**src/rtl/alu_pkg.sv**
```systemverilog
// alu_pkg: shared definitions for the execute-stage ALU.
//   - OP_* localparams: 4-bit Operation codes, shared with the ALU controller.
//   - alu_op_e: enum view of the same codes.
//   - alu_state_e: execute-unit FSM states.
//   - is_shift(): true for SLL/SRL/SRA.
package alu_pkg;

  localparam logic [3:0] OP_AND = 4'b0000;
  localparam logic [3:0] OP_OR  = 4'b0001;
  localparam logic [3:0] OP_ADD = 4'b0010;
  localparam logic [3:0] OP_SUB = 4'b0110;
  localparam logic [3:0] OP_SLL = 4'b0100;
  localparam logic [3:0] OP_SRL = 4'b0101;
  localparam logic [3:0] OP_SRA = 4'b0111;
  localparam logic [3:0] OP_EQ  = 4'b1000;
  localparam logic [3:0] OP_NE  = 4'b1110;
  localparam logic [3:0] OP_SLT = 4'b1100;

  typedef enum logic [3:0] {
    ALU_AND = OP_AND,
    ALU_OR  = OP_OR,
    ALU_ADD = OP_ADD,
    ALU_SUB = OP_SUB,
    ALU_SLL = OP_SLL,
    ALU_SRL = OP_SRL,
    ALU_SRA = OP_SRA,
    ALU_EQ  = OP_EQ,
    ALU_NE  = OP_NE,
    ALU_SLT = OP_SLT
  } alu_op_e;

  typedef enum logic {
    ST_IDLE  = 1'b0,
    ST_SHIFT = 1'b1
  } alu_state_e;

  function automatic logic is_shift(input logic [3:0] op);
    return (op == OP_SLL) || (op == OP_SRL) || (op == OP_SRA);
  endfunction

endpackage

```
**src/rtl/alu_exec_unit_serial_shifter.sv**
```systemverilog
// serial_shifter: one-bit-per-cycle shifter used for SLL/SRL/SRA.
// Ports:
//   clk, reset       clock, async active-high reset
//   load             capture data_in/shamt/shift_left/arith
//   shift_left       1 = SLL, 0 = right shift
//   arith            right shifts fill with the sign bit
//   data_in, shamt   operand and shift amount
//   busy             shifts still outstanding (counter != 0)
//   done             the shift happening this cycle is the last one
//   result           final value: the post-shift value when done, else the
//                    held register once the counter has expired
// Not built when ALU_BARREL_SHIFT_EN is defined.
module serial_shifter #(
  parameter int DATA_WIDTH = 32,
  parameter int SHAMT_W    = $clog2(DATA_WIDTH)
) (
  input  logic                  clk,
  input  logic                  reset,
  input  logic                  load,
  input  logic                  shift_left,
  input  logic                  arith,
  input  logic [DATA_WIDTH-1:0] data_in,
  input  logic [SHAMT_W-1:0]    shamt,
  output logic                  busy,
  output logic                  done,
  output logic [DATA_WIDTH-1:0] result
);

  logic [DATA_WIDTH-1:0] work;
  logic [DATA_WIDTH-1:0] work_next;
  logic [SHAMT_W-1:0]    cnt;
  logic                  left_q;
  logic                  arith_q;

  assign work_next = left_q ? {work[DATA_WIDTH-2:0], 1'b0}
                            : {arith_q & work[DATA_WIDTH-1], work[DATA_WIDTH-1:1]};

  assign busy = (cnt != '0);
  assign done = (cnt == SHAMT_W'(1));
  // Exposing the post-shift value on the last count lets the owner write its
  // output register on the same edge the counter expires.
  assign result = busy ? work_next : work;

  always_ff @(posedge clk or posedge reset) begin
    if (reset) begin
      work    <= '0;
      cnt     <= '0;
      left_q  <= 1'b0;
      arith_q <= 1'b0;
    end else if (load) begin
      work    <= data_in;
      cnt     <= shamt;
      left_q  <= shift_left;
      arith_q <= arith;
    end else if (busy) begin
      work <= work_next;
      cnt  <= cnt - SHAMT_W'(1);
    end
  end

endmodule

```
**src/rtl/alu_exec_unit.sv**
```systemverilog
// alu_exec_unit: execute-stage ALU with valid/ready on both sides.
// Logic, add/sub, compare and unknown ops finish in one cycle; shifts use
// the iterative serial_shifter unless ALU_BARREL_SHIFT_EN is defined, in
// which case shifts are combinational and single-cycle.
// Ports:
//   clk, reset                 clock, async active-high reset
//   in_valid/in_ready          request handshake (in_ready is combinational)
//   in_op, in_a, in_b          Operation code and operands (in_b[SHAMT_W-1:0]
//                              is the shift amount)
//   out_valid/out_ready        result handshake
//   out_result, out_zero       registered result and result==0 flag
//
// state    | meaning
// ---------+-----------------------------------------------------------
// ST_IDLE  | ready for a request when the output slot is free
// ST_SHIFT | serial shift in progress or finished and waiting for slot
module alu_exec_unit
  import alu_pkg::*;
#(
  parameter  int DATA_WIDTH = 32,
  localparam int SHAMT_W    = $clog2(DATA_WIDTH)
) (
  input  logic                  clk,
  input  logic                  reset,
  input  logic                  in_valid,
  output logic                  in_ready,
  input  logic [3:0]            in_op,
  input  logic [DATA_WIDTH-1:0] in_a,
  input  logic [DATA_WIDTH-1:0] in_b,
  output logic                  out_valid,
  input  logic                  out_ready,
  output logic [DATA_WIDTH-1:0] out_result,
  output logic                  out_zero
);

  alu_state_e            state;
  logic                  slot_free;
  logic                  accept;
  logic                  go_shift;
  logic [SHAMT_W-1:0]    shamt;
  logic [DATA_WIDTH-1:0] comb_res;

  assign shamt     = in_b[SHAMT_W-1:0];
  assign slot_free = !out_valid || out_ready;
  assign in_ready  = (state == ST_IDLE) && slot_free;
  assign accept    = in_valid && in_ready;

  always_comb begin
    comb_res = '0;
    case (in_op)
      OP_AND: comb_res = in_a & in_b;
      OP_OR:  comb_res = in_a | in_b;
      OP_ADD: comb_res = in_a + in_b;
      OP_SUB: comb_res = in_a - in_b;
`ifdef ALU_BARREL_SHIFT_EN
      OP_SLL: comb_res = in_a << shamt;
      OP_SRL: comb_res = in_a >> shamt;
      OP_SRA: comb_res = DATA_WIDTH'($signed(in_a) >>> shamt);
`else
      // Only a zero shift amount reaches the single-cycle path.
      OP_SLL, OP_SRL, OP_SRA: comb_res = in_a;
`endif
      OP_EQ:  comb_res = {{(DATA_WIDTH-1){1'b0}}, in_a == in_b};
      OP_NE:  comb_res = {{(DATA_WIDTH-1){1'b0}}, in_a != in_b};
      OP_SLT: comb_res = {{(DATA_WIDTH-1){1'b0}}, $signed(in_a) < $signed(in_b)};
      default: comb_res = '0;
    endcase
  end

`ifdef ALU_BARREL_SHIFT_EN
  assign go_shift = 1'b0;
`else
  logic                  sh_busy;
  logic                  sh_done;
  logic [DATA_WIDTH-1:0] sh_result;

  assign go_shift = accept && is_shift(in_op) && (shamt != '0);

  serial_shifter #(
    .DATA_WIDTH (DATA_WIDTH),
    .SHAMT_W    (SHAMT_W)
  ) u_shifter (
    .clk        (clk),
    .reset      (reset),
    .load       (go_shift),
    .shift_left (in_op == OP_SLL),
    .arith      (in_op == OP_SRA),
    .data_in    (in_a),
    .shamt      (shamt),
    .busy       (sh_busy),
    .done       (sh_done),
    .result     (sh_result)
  );
`endif

  always_ff @(posedge clk or posedge reset) begin
    if (reset) begin
      state      <= ST_IDLE;
      out_valid  <= 1'b0;
      out_result <= '0;
      out_zero   <= 1'b1;
    end else begin
      if (out_valid && out_ready) out_valid <= 1'b0;
      case (state)
        ST_IDLE: begin
          if (accept) begin
            if (go_shift) begin
              state <= ST_SHIFT;
            end else begin
              out_result <= comb_res;
              out_zero   <= (comb_res == '0);
              out_valid  <= 1'b1;
            end
          end
        end
`ifndef ALU_BARREL_SHIFT_EN
        ST_SHIFT: begin
          // Finish on the last shift, or later once the slot frees up.
          if ((sh_done || !sh_busy) && slot_free) begin
            out_result <= sh_result;
            out_zero   <= (sh_result == '0);
            out_valid  <= 1'b1;
            state      <= ST_IDLE;
          end
        end
`endif
        default: state <= ST_IDLE;
      endcase
    end
  end

endmodule

```
**config.mk**
```make
export PLATFORM = sky130hd
export DESIGN_NAME = alu_exec_unit
export DESIGN_NICKNAME = d
export VERILOG_FILES = /design/src/rtl/alu_pkg.sv /design/src/rtl/alu_exec_unit_serial_shifter.sv /design/src/rtl/alu_exec_unit.sv
export SDC_FILE = /design/constraint.sdc
export NUM_CORES = 1
export LEC_CHECK = 0
export BUFFER_PORTS_ARGS = -buffer_cell sky130_fd_sc_hd__buf_2
export CAP_MARGIN = 25
export CORE_MARGIN = 3
export CORE_UTILIZATION = 32
export DETAILED_ROUTE_END_ITERATION = 12
export PLACE_DENSITY_LB_ADDON = 0.3
export REMOVE_ABC_BUFFERS = 1
export SYNTH_ARGS = -nofsm -noshare
export SYNTH_HDL_FRONTEND = slang
export SYNTH_HIERARCHICAL = 1
export SYNTH_SLANG_ARGS = --single-unit
```
**constraint.sdc**
```tcl
create_clock -name clk -period 4.6 [get_ports clk]
set_input_delay 0.92 -clock clk [delete_from_list [all_inputs] [get_ports clk]]
set_output_delay 0.92 -clock clk [all_outputs]
set_load 0.01 [all_outputs]
```
# Word level (Yosys, flattened, before mapping)
# Cells that the tools add are included.
# op_classes
add_sub_neg	3
mul	0
div	0
n_lt_le_gt_ge	1
n_eq_ne	15
shifts	0
mux	23
n_bitwise	4
n_reduce_logical	20
# ops
cell	n
$pmux W32 S8	1
$mux W32	6
$logic_not A32 Y1	2
$pmux W32 S2	1
$add A32 B32 Y32	1
$and A32 B32 Y32	1
$eq A32 B32 Y1	1
$lt A32 B32 Y1	1
$ne A32 B32 Y1	1
$or A32 B32 Y32	1
$sub A32 B32 Y32	1
$eq A4 B3 Y1 const B	4
$eq A4 B4 Y1 const B	3
$mux W1	10
$mux W5	2
$reduce_bool A5 Y1	2
$logic_and A1 B1 Y1	6
$pmux W1 S2	3
$eq A5 B1 Y1 const B	1
$sub A5 B1 Y5 const B	1
$eq A4 B1 Y1 const B	1
$eq A4 B2 Y1 const B	1
$logic_not A4 Y1	1
$logic_or A1 B1 Y1	4
other kinds (8)	10
# word_totals
register_bits	74
latch_bits	0
ram_bits	0
romBits	0
inputBits	72
wordCells	74
n_memories	0

# Logic depth before layout (Yosys ltp)
# Gate-level depths: netlist of the first run.
# depth
depth_word	9
mapped_depth	15
depth_no_buf	14

# Hierarchy
# Netlist of the first run, hierarchy kept.
# by_module_without_submodules
mod	n_inst	cells_each	area_per_inst_um2	seq_area_each_um2
alu_exec_unit	1	1074	7487.2	877.1
serial_shifter	1	276	2311.0	975.9

# Worst setup path after synthesis of the first run
# No wires, ideal clock.
# synth_timing
path_type	input port to flip-flop
startpoint	input port in_a[1]
endpoint	register out_zero
setup_ps	86
arrival_time_ps	3862
required_time_ps	4514
slack_ps	652
stages	14
path_buffers	1
cell_sequence	inv_1 > ha_1 > o21bai_1 > o211a_1 > or4b_1 > buf_2 > a22o_1 > a2111o_1 > a31oi_4 > o221a_1 > o21ai_1 > and4bb_1 > nand4b_1 > o31ai_2
# synth_via
elab_chain_len	6
elab_cells_between_ends	12
# synth_rtl
item	line	source
start, declared	alu_exec_unit.sv:28	input logic [DATA_WIDTH-1:0] in_a,
$sub A32 B32 Y32, or another cell as far along	alu_exec_unit.sv:54	OP_SUB: comb_res = in_a - in_b;
$pmux W32 S8 *	alu_exec_unit.sv:50	case (in_op)
$logic_not A32 Y1 *	alu_exec_unit.sv:111	out_zero <= (comb_res == '0);
$mux W1 *	alu_exec_unit.sv:107	if (go_shift) begin
$mux W1 *	alu_exec_unit.sv:106	if (accept) begin
$pmux W1 S2 *	alu_exec_unit.sv:104	case (state)
end signal, assigned	alu_exec_unit.sv:111	
end signal, assigned	alu_exec_unit.sv:121	out_zero <= (sh_result == '0);
end, declared	alu_exec_unit.sv:33	output logic out_zero
# Every way passes the cells marked *; elsewhere a longest branch is shown, timed or not. The select of a mux whose other input is x is not followed.
# A chain may end at the register's enable or synchronous reset.

# Final worst setup path of the first run
# layout_timing
startpoint	input port in_a[15]
endpoint	register out_zero
# Same word-level chain as after synthesis.

==> flow_summary.yaml, run 1 <==
route:
  drc: 0
  wire_per_inst_microns: 20.56
  first_pass_iters: 5
  detail-route-antenna-nets: 0
  drt_iter0_markers: 1111
  via_count: 10690
  wirelength_microns: 38110
  vias_per_cell: 5.764
global_route:
  grt_pass1_vias: 10160
  grt_use_total_pct: 22.37
  grt_max_degree: 67
  grt_pass1_wl_microns: 59020
  grt-ovfl-total: 0
  grt_antenna_before_repair: 0
floorplanning:
  core_area_sq_mm: 0.02987
  start_util_pct: 32.80
  dieWidth_microns: 181.0
  fp.dieH_microns: 181.0
  rows: 63
  die-area_sq_mm: 0.03276
  io_pins: 107
place:
  gp_congestion: 0.9643
  numPortBuffers: 106
  dpl_cell_area_sq_mm: 0.01115
  place_hpwl_microns: 30330
sta:
  tightest_slew_ns: 0.9036
  hold_viol_final: 0
  setup_viol: 0
  fmaxAchievable_ghz: 0.2286
  timing.hold.ws_ns: 0.4691
  rsz0062_at_grt: "false"
  slew_violations: 0
  period_minus_slack_ns: 4.375
  fin_skew_ns: 0.004759
  relSlewSlack_pct: 39.48
  fin_setup_tns_ns: 0
  period_share_pct: 95.10
job:
  maxCapViolations: 0
clock_tree:
  cts_resized: 0
  h-tree-depth: 3
  cts_setup_buffers: 0
  clkLatencyLatePin_ns: 0.33
  cts_max_path_buffers: 2
  cts_hold_buf: 0
  cts_inserted_buffers: 9
  cts.sink_count: 74
  clkSlewWorstSetupHoldPaths_ns: 0.06
  cts_root_buf: "clkbuf_16"
  cts_tree: "done"
synthesis:
  synth_adder_area_share_pct: 14.58
  syn_inst: 1350
  yosysWarnings: 6
  synth_top_family_by_area: "compound AO/OA/AOI/OAI gates"
  synth-seq-cells: 74
  ys.flop_type: "dfrtp_1"
  muxShareOfSynthArea_pct: 2.848
  syn_avg_cell_area_sq_um: 7.258
  ys_seq_area_share_pct: 18.91
  synth_edf_count: 0
  synth.distinct_cells: 81
  async_flop_share_pct: 100.0
  synth-simple-area-share_pct: 23.98
  synth_compound_area_share_pct: 30.84
  synthXorXnorAreaFrac_pct: 1.251
  netlist_area_sq_mm: 0.009798
power_and_ir_drop:
  powerDensity_mw_per_mm2: 365.4
  ir_worst_vdd_v: 0.0001818
  leakagePower_nw: 5.367
  finalPower_mw: 4.174
finish:
  fill_cells: 3154
  multiInputGateArea_sq_mm: 0.007232
  fin_nets: 1645
  regArea_sq_mm: 0.001853
  fin_area_sq_mm: 0.01142
  area_delta_synth_final_pct: 16.58
  antennaDiodeCount: 0
  drive_gt1_share_pct: 15.64
min_path:
  hold_path_class: "reg2reg"
setup_path:
  worstPathRequired_ns: 4.85
  cp-end-kind: "register"
  path_max_fanout: 9
  start_kind: "primary input"
  critical_path_arrival_ns: 4.62
  path_class: "in2reg"
status:
  status: "complete, no violations"
[layer usage]
| layer | part of all wire, % | global-route usage (%) | vias up |
|---|---|---|---|
| li1 | - | - | 5123 |
| met1 | 46 | 32.45 | 5024 |
| met2 | 43 | 33.45 | 497 |
| met3 | 8.6 | 4.449 | 43 |
| met4 | 2.4 | 6.795 | 0 |
| met5 | 0 | 0 | - |
[worst max-delay path, cell delays in order]
cell,delay [ns]
buf_2,0.15
inv_1,0.06
ha_1,0.42
a21oi_1,0.24
o21ai_0,0.23
o221a_2,0.31
a311o_1,0.31
a31oi_1,0.67
nand3_1,0.14
a22o_1,0.27
nor4b_1,0.39
buf_4,0.18
nand4b_1,0.10
o31ai_2,0.22
[worst paths after layout]
check	start	to	slack [ns]	cells after the start
setup / recovery	in_a[15]	out_zero	0.23	14
min in group asynchronous	reset	out_result[27]	0.55	2
hold reg to reg	out_result[13]	out_result[13]	0.47	2
setup reg to reg	u_shifter/cnt[0]	out_zero	1.32	14
max in group asynchronous	reset	out_result[9]	3.36	3
hold / removal	out_result[13]	out_result[13]	0.47	2
[flip-flops by register name (all words and copies together), names as in the netlist]
name,flops
u_shifter/arith_q,1
u_shifter/cnt,5
u_shifter/left_q,1
out_result,32
out_zero,1
out_valid,1
state,1
u_shifter/work,32
[logic make-up (layout without fill, tap and decap cells)]
| family | after synthesis | after routing |
|---|---|---|
| buffers and inverters | 194 | 308 |
| multiplexers | 27 | 27 |
| AND/OR/NAND/NOR | 481 | 481 |
| AO/OA/AOI/OAI | 447 | 447 |
| adder cells (fa/ha/maj) | 113 | 113 |
| XOR/XNOR | 14 | 14 |
| flip-flops | 74 | 74 |
[through the flow]
step,cells,worst slack [ns],utilization (%)
floorplan,1261,0.3260,-
CTS,1854,0.3332,38.23
finish,1854,0.2253,38.23
global route,1854,0.02602,38.23
global placement,1839,-0.06596,37.32
detailed placement,1839,-0.007173,37.32
[cell usage after synthesis (20+ instances only)]
master	number	area (sq um)
nand3_1	26	130.1
nand2_1	116	435.4
nor3_1	21	105.1
nor4_1	25	156.4
nor2_1	161	604.3
clkbuf_1	74	277.8
inv_1	104	390.4
dfrtp_1	73	1827
a221oi_1	21	183.9
a21oi_1	92	460.4
o21ai_0	95	475.5
nor2b_1	43	269.0
a211oi_1	40	300.3
mux2i_1	20	200.2
ha_1	111	1389
o31ai_1	48	360.4
[final cells by class]
class	count	share of cell area (%)
Timing Repair Buffer	188	10.36
Tap cell	390	4.272
Inverter	105	3.451
Multi-Input combinational cell	1082	63.31
Clock buffer	12	2.246
Sequential cell	74	16.22
Clock inverter	3	0.1314
[where the power goes]
group / internal, mW / switching (mW)
registers: 0.951 / 0.214
clock network: 0.389 / 0.261
logic: 0.918 / 1.44
[placed cells by master (no fill, tap or decap), types with 5 or more instances in the layout]
cell type and n:
nor4_1 24, a211oi_1 40, dfrtp_1 73, o21bai_1 10, xnor2_1 13, ha_1 111, mux2i_1 20, clkbuf_16 9
nor3_1 20, nand2_1 116, inv_1 103, a221o_1 5, nor2_1 160, nand2b_1 15, or3_1 9, and3_1 10
a221oi_1 21, a21o_1 14, nand4_1 15, a211o_1 6, a31oi_1 14, and4_1 5, o21ai_0 95, o221ai_1 10
and2_1 5, buf_4 79, mux2_2 6, a21oi_1 92, o21a_1 9, o31ai_1 48, o2111ai_1 5, nor2b_1 43
buf_2 106, o211ai_1 11, a22oi_1 16, nand3_1 26
Note: power is estimated with default switching activity, not from simulation.
==> inputs of run 2 (changes only) <==
CORE_MARGIN = default   (was 3)
SYNTH_HIERARCHICAL = default   (was 1)
==> run 2 against run 1 <==
  * Clock-buffer cell count down 2
  * Sequential share of layout area up 0.35 points
  * Critical path depth up 1
  * First-iteration DRC count down 2.5%
  * Die area down 6.4%
  * Synthesized cell count down 2.6%
  * Final area down 2.0%
  * Sequential power up 9%
==> flow_summary.yaml, run 2 <==
sta:
  fin_ws_ns: 0.3079
  relSlewSlack_pct: 32.01
  hold_viol_final: 0
  rsz0062_at_grt: "false"
  tightest_slew_ns: 1.020
  period_share_pct: 93.31
  period_minus_slack_ns: 4.292
  fin_skew_ns: 0.01112
  setup_viol: 0
  slew_violations: 0
  fmaxAchievable_ghz: 0.2330
place:
  gp_congestion: 0.9513
  place_hpwl_microns: 28740
  place_ws_ns: -0.01107
  numPortBuffers: 106
floorplanning:
  rows: 63
  fp.dieH_microns: 175.1
  die-area_sq_mm: 0.03066
  start_util_pct: 32.44
  core_area_sq_mm: 0.02956
  io_pins: 107
  dieWidth_microns: 175.1
finish:
  layout_commonest_cell: "nor2_1"
  reg.largest.list: "out_result x32, u_shifter.work x32, u_shifter.cnt x5"
  final_cell_mix: "nor2_1 (165), nand2_1 (132), a21oi_1 (124)"
  area_delta_synth_final_pct: 16.69
  fin_nets: 1605
  antennaDiodeCount: 0
  drive_gt1_share_pct: 17.05
setup_path:
  worstPathRequired_ns: 4.85
  worstPathCellList: "buf_2, inv_1, ha_1, fa_1, nor2_1, o311ai_2, a21oi_1, o21ai_0, a22o_1, o21a_1, o311ai_0, a21boi_0, o311ai_0, buf_4, nand2_1"
  cpMostUsedCell: "o311ai_0"
  r2r_cells: 10
  start_kind: "primary input"
  ff2ff_setup_slack_ns: 1.45
  rr_endpoint: "out_zero"
  cpPeakStageDelay_ns: 0.49
  cp-end-kind: "register"
  crit_path_top_delay_cell: "o311ai_0"
  path_max_fanout: 6
  critical_path_arrival_ns: 4.54
  cp_top_family: "compound AO/OA/AOI/OAI gates"
  crit_cells: 15
  critPathBufInv: 3
  path_class: "in2reg"
  regToRegStartpoint: "state"
global_route:
  grt-ovfl-total: 0
  grt_pass1_wl_microns: 57070
  grt_use_total_pct: 23.90
  grt_max_degree: 50
  grt_pass1_vias: 9801
  grt_antenna_before_repair: 0
min_path:
  hold_end: "out_result[14]"
  worstHoldStart: "out_result[14]"
  hold_path_class: "reg2reg"
  hold-path-cell-count: 2
power_and_ir_drop:
  combinationalPowerShare_pct: 55.5
  clockPowerShare_pct: 16.7
  leakagePower_nw: 5.174
  ir_worst_vdd_v: 0.0002407
  finalPower_mw: 4.594
  seq_power_share_pct: 27.8
  intPower_mw: 2.399
  powerDensity_mw_per_mm2: 410.6
  switchingPower_mw: 2.195
  p_sw_share_pct: 47.78
clock_tree:
  h-tree-depth: 3
  cts_hold_buf: 0
  cts_setup_buffers: 0
  cts_root_buf: "clkbuf_16"
  cts.sink_count: 74
  cts_tree: "done"
  cts_resized: 0
  cts_inserted_buffers: 9
  clkSlewWorstSetupHoldPaths_ns: 0.07
  clkLatencyLatePin_ns: 0.36
  cts_max_path_buffers: 2
job:
  maxCapViolations: 0
synthesis:
  synth.distinct_cells: 85
  syn_avg_cell_area_sq_um: 7.291
  ys.flop_type: "dfrtp_1"
  yosysWarnings: 0
  synth_top_area_share_pct: 19.05
  synth_edf_count: 0
  synth.area.top_cells: "dfrtp_1 (19%), ha_1 (14%), nor2_1 (6.5%)"
  synthTopCellsByCount: "nor2_1 (167), nand2_1 (133), a21oi_1 (124)"
  synth-seq-cells: 74
  synth_top_area_cell: "dfrtp_1"
  syn_inst: 1315
  ys_seq_area_share_pct: 19.33
  netlist_area_sq_mm: 0.009588
  synth_most_common_cell: "nor2_1"
  async_flop_share_pct: 100.0
status:
  status: "complete, no violations"
route:
  via_count: 10490
  first_pass_iters: 6
  wirelength_microns: 36770
  detail-route-antenna-nets: 0
  drc: 0
  drt_iter0_markers: 1083
  vias_per_cell: 5.779
  wire_per_inst_microns: 20.26
-- run 2: final cells by class --
type                       instances  area (sq um)
fill                            3141         18370
inverter                         100         376.6
tap                              390         488.0
clock buffer                      10         239.0
multi-input combinational       1054          7052
clock inverter                     6         72.57
timing repair buffer             181          1106
sequential                        74          1854
-- run 2: worst max path at each step --
| stage | startpoint | endpoint |
|---|---|---|
| 4_1_cts | in_a[0] | out_zero |
| 5_1_grt | in_a[9] | out_zero |
| 6_report | in_a[0] | out_result[30] |
| 3_3_place_gp | in_a[0] | out_zero |
| 3_5_place_dp | in_a[0] | out_zero |
| 2_1_floorplan | in_op[3] | u_shifter.work[17] |
-- run 2: cell families after synthesis --
kind of cell,Yosys count,synth area share (%)
flip-flops,74,19.33
XOR/XNOR,10,0.9919
AO/OA/AOI/OAI,440,30.85
multiplexers,53,5.690
adder cells (fa/ha/maj),113,14.90
buffers and inverters,187,7.569
AND/OR/NAND/NOR,438,20.67
-- run 2: worst register-to-register path, stage by stage, from the launching register on --
cell	delay [ns]
dfrtp_1	0.38
inv_1	0.42
and2_1	0.28
nand3_1	0.12
nand2_2	0.34
o211ai_1	0.21
nor2_1	0.11
or4b_1	0.47
nor4_1	0.47
nand4_1	0.15
o21ai_1	0.15
-- run 2: power by group through the flow --
stage                     logic, mW  clock network, mW  registers (mW)
after CTS                      2.53              0.777            1.27
after detailed placement       2.52                  0            1.28
after global placement         2.49                  0            1.28
after global routing           2.82              0.801            1.32
after floorplan                1.53                  0            1.31
final                          2.55              0.765            1.28
-- run 2: stage by stage --
step                utilization, %  hold slack, ns  cell area, sq um  instances  setup TNS, ns
global route                 37.85          0.4918             11190       1815              0
global placement             36.80          0.4535             10880       1799              0
floorplan                        -          0.4625              9238       1228         -2.853
detailed placement           36.80          0.4670             10880       1799       -0.01107
CTS                          37.85          0.4745             11190       1815              0
finish                       37.85          0.4635             11190       1815              0
-- run 2: per-layer routing --
| metal | wire (microns) | up-vias | track usage (%) |
|---|---|---|---|
| met3 | 2551 | 48 | 3.177 |
| met2 | 16060 | 472 | 36.23 |
| met1 | 17410 | 5027 | 34.85 |
| met5 | 0 | - | 0 |
| met4 | 743 | 0 | 7.065 |
| li1 | - | 4942 | - |
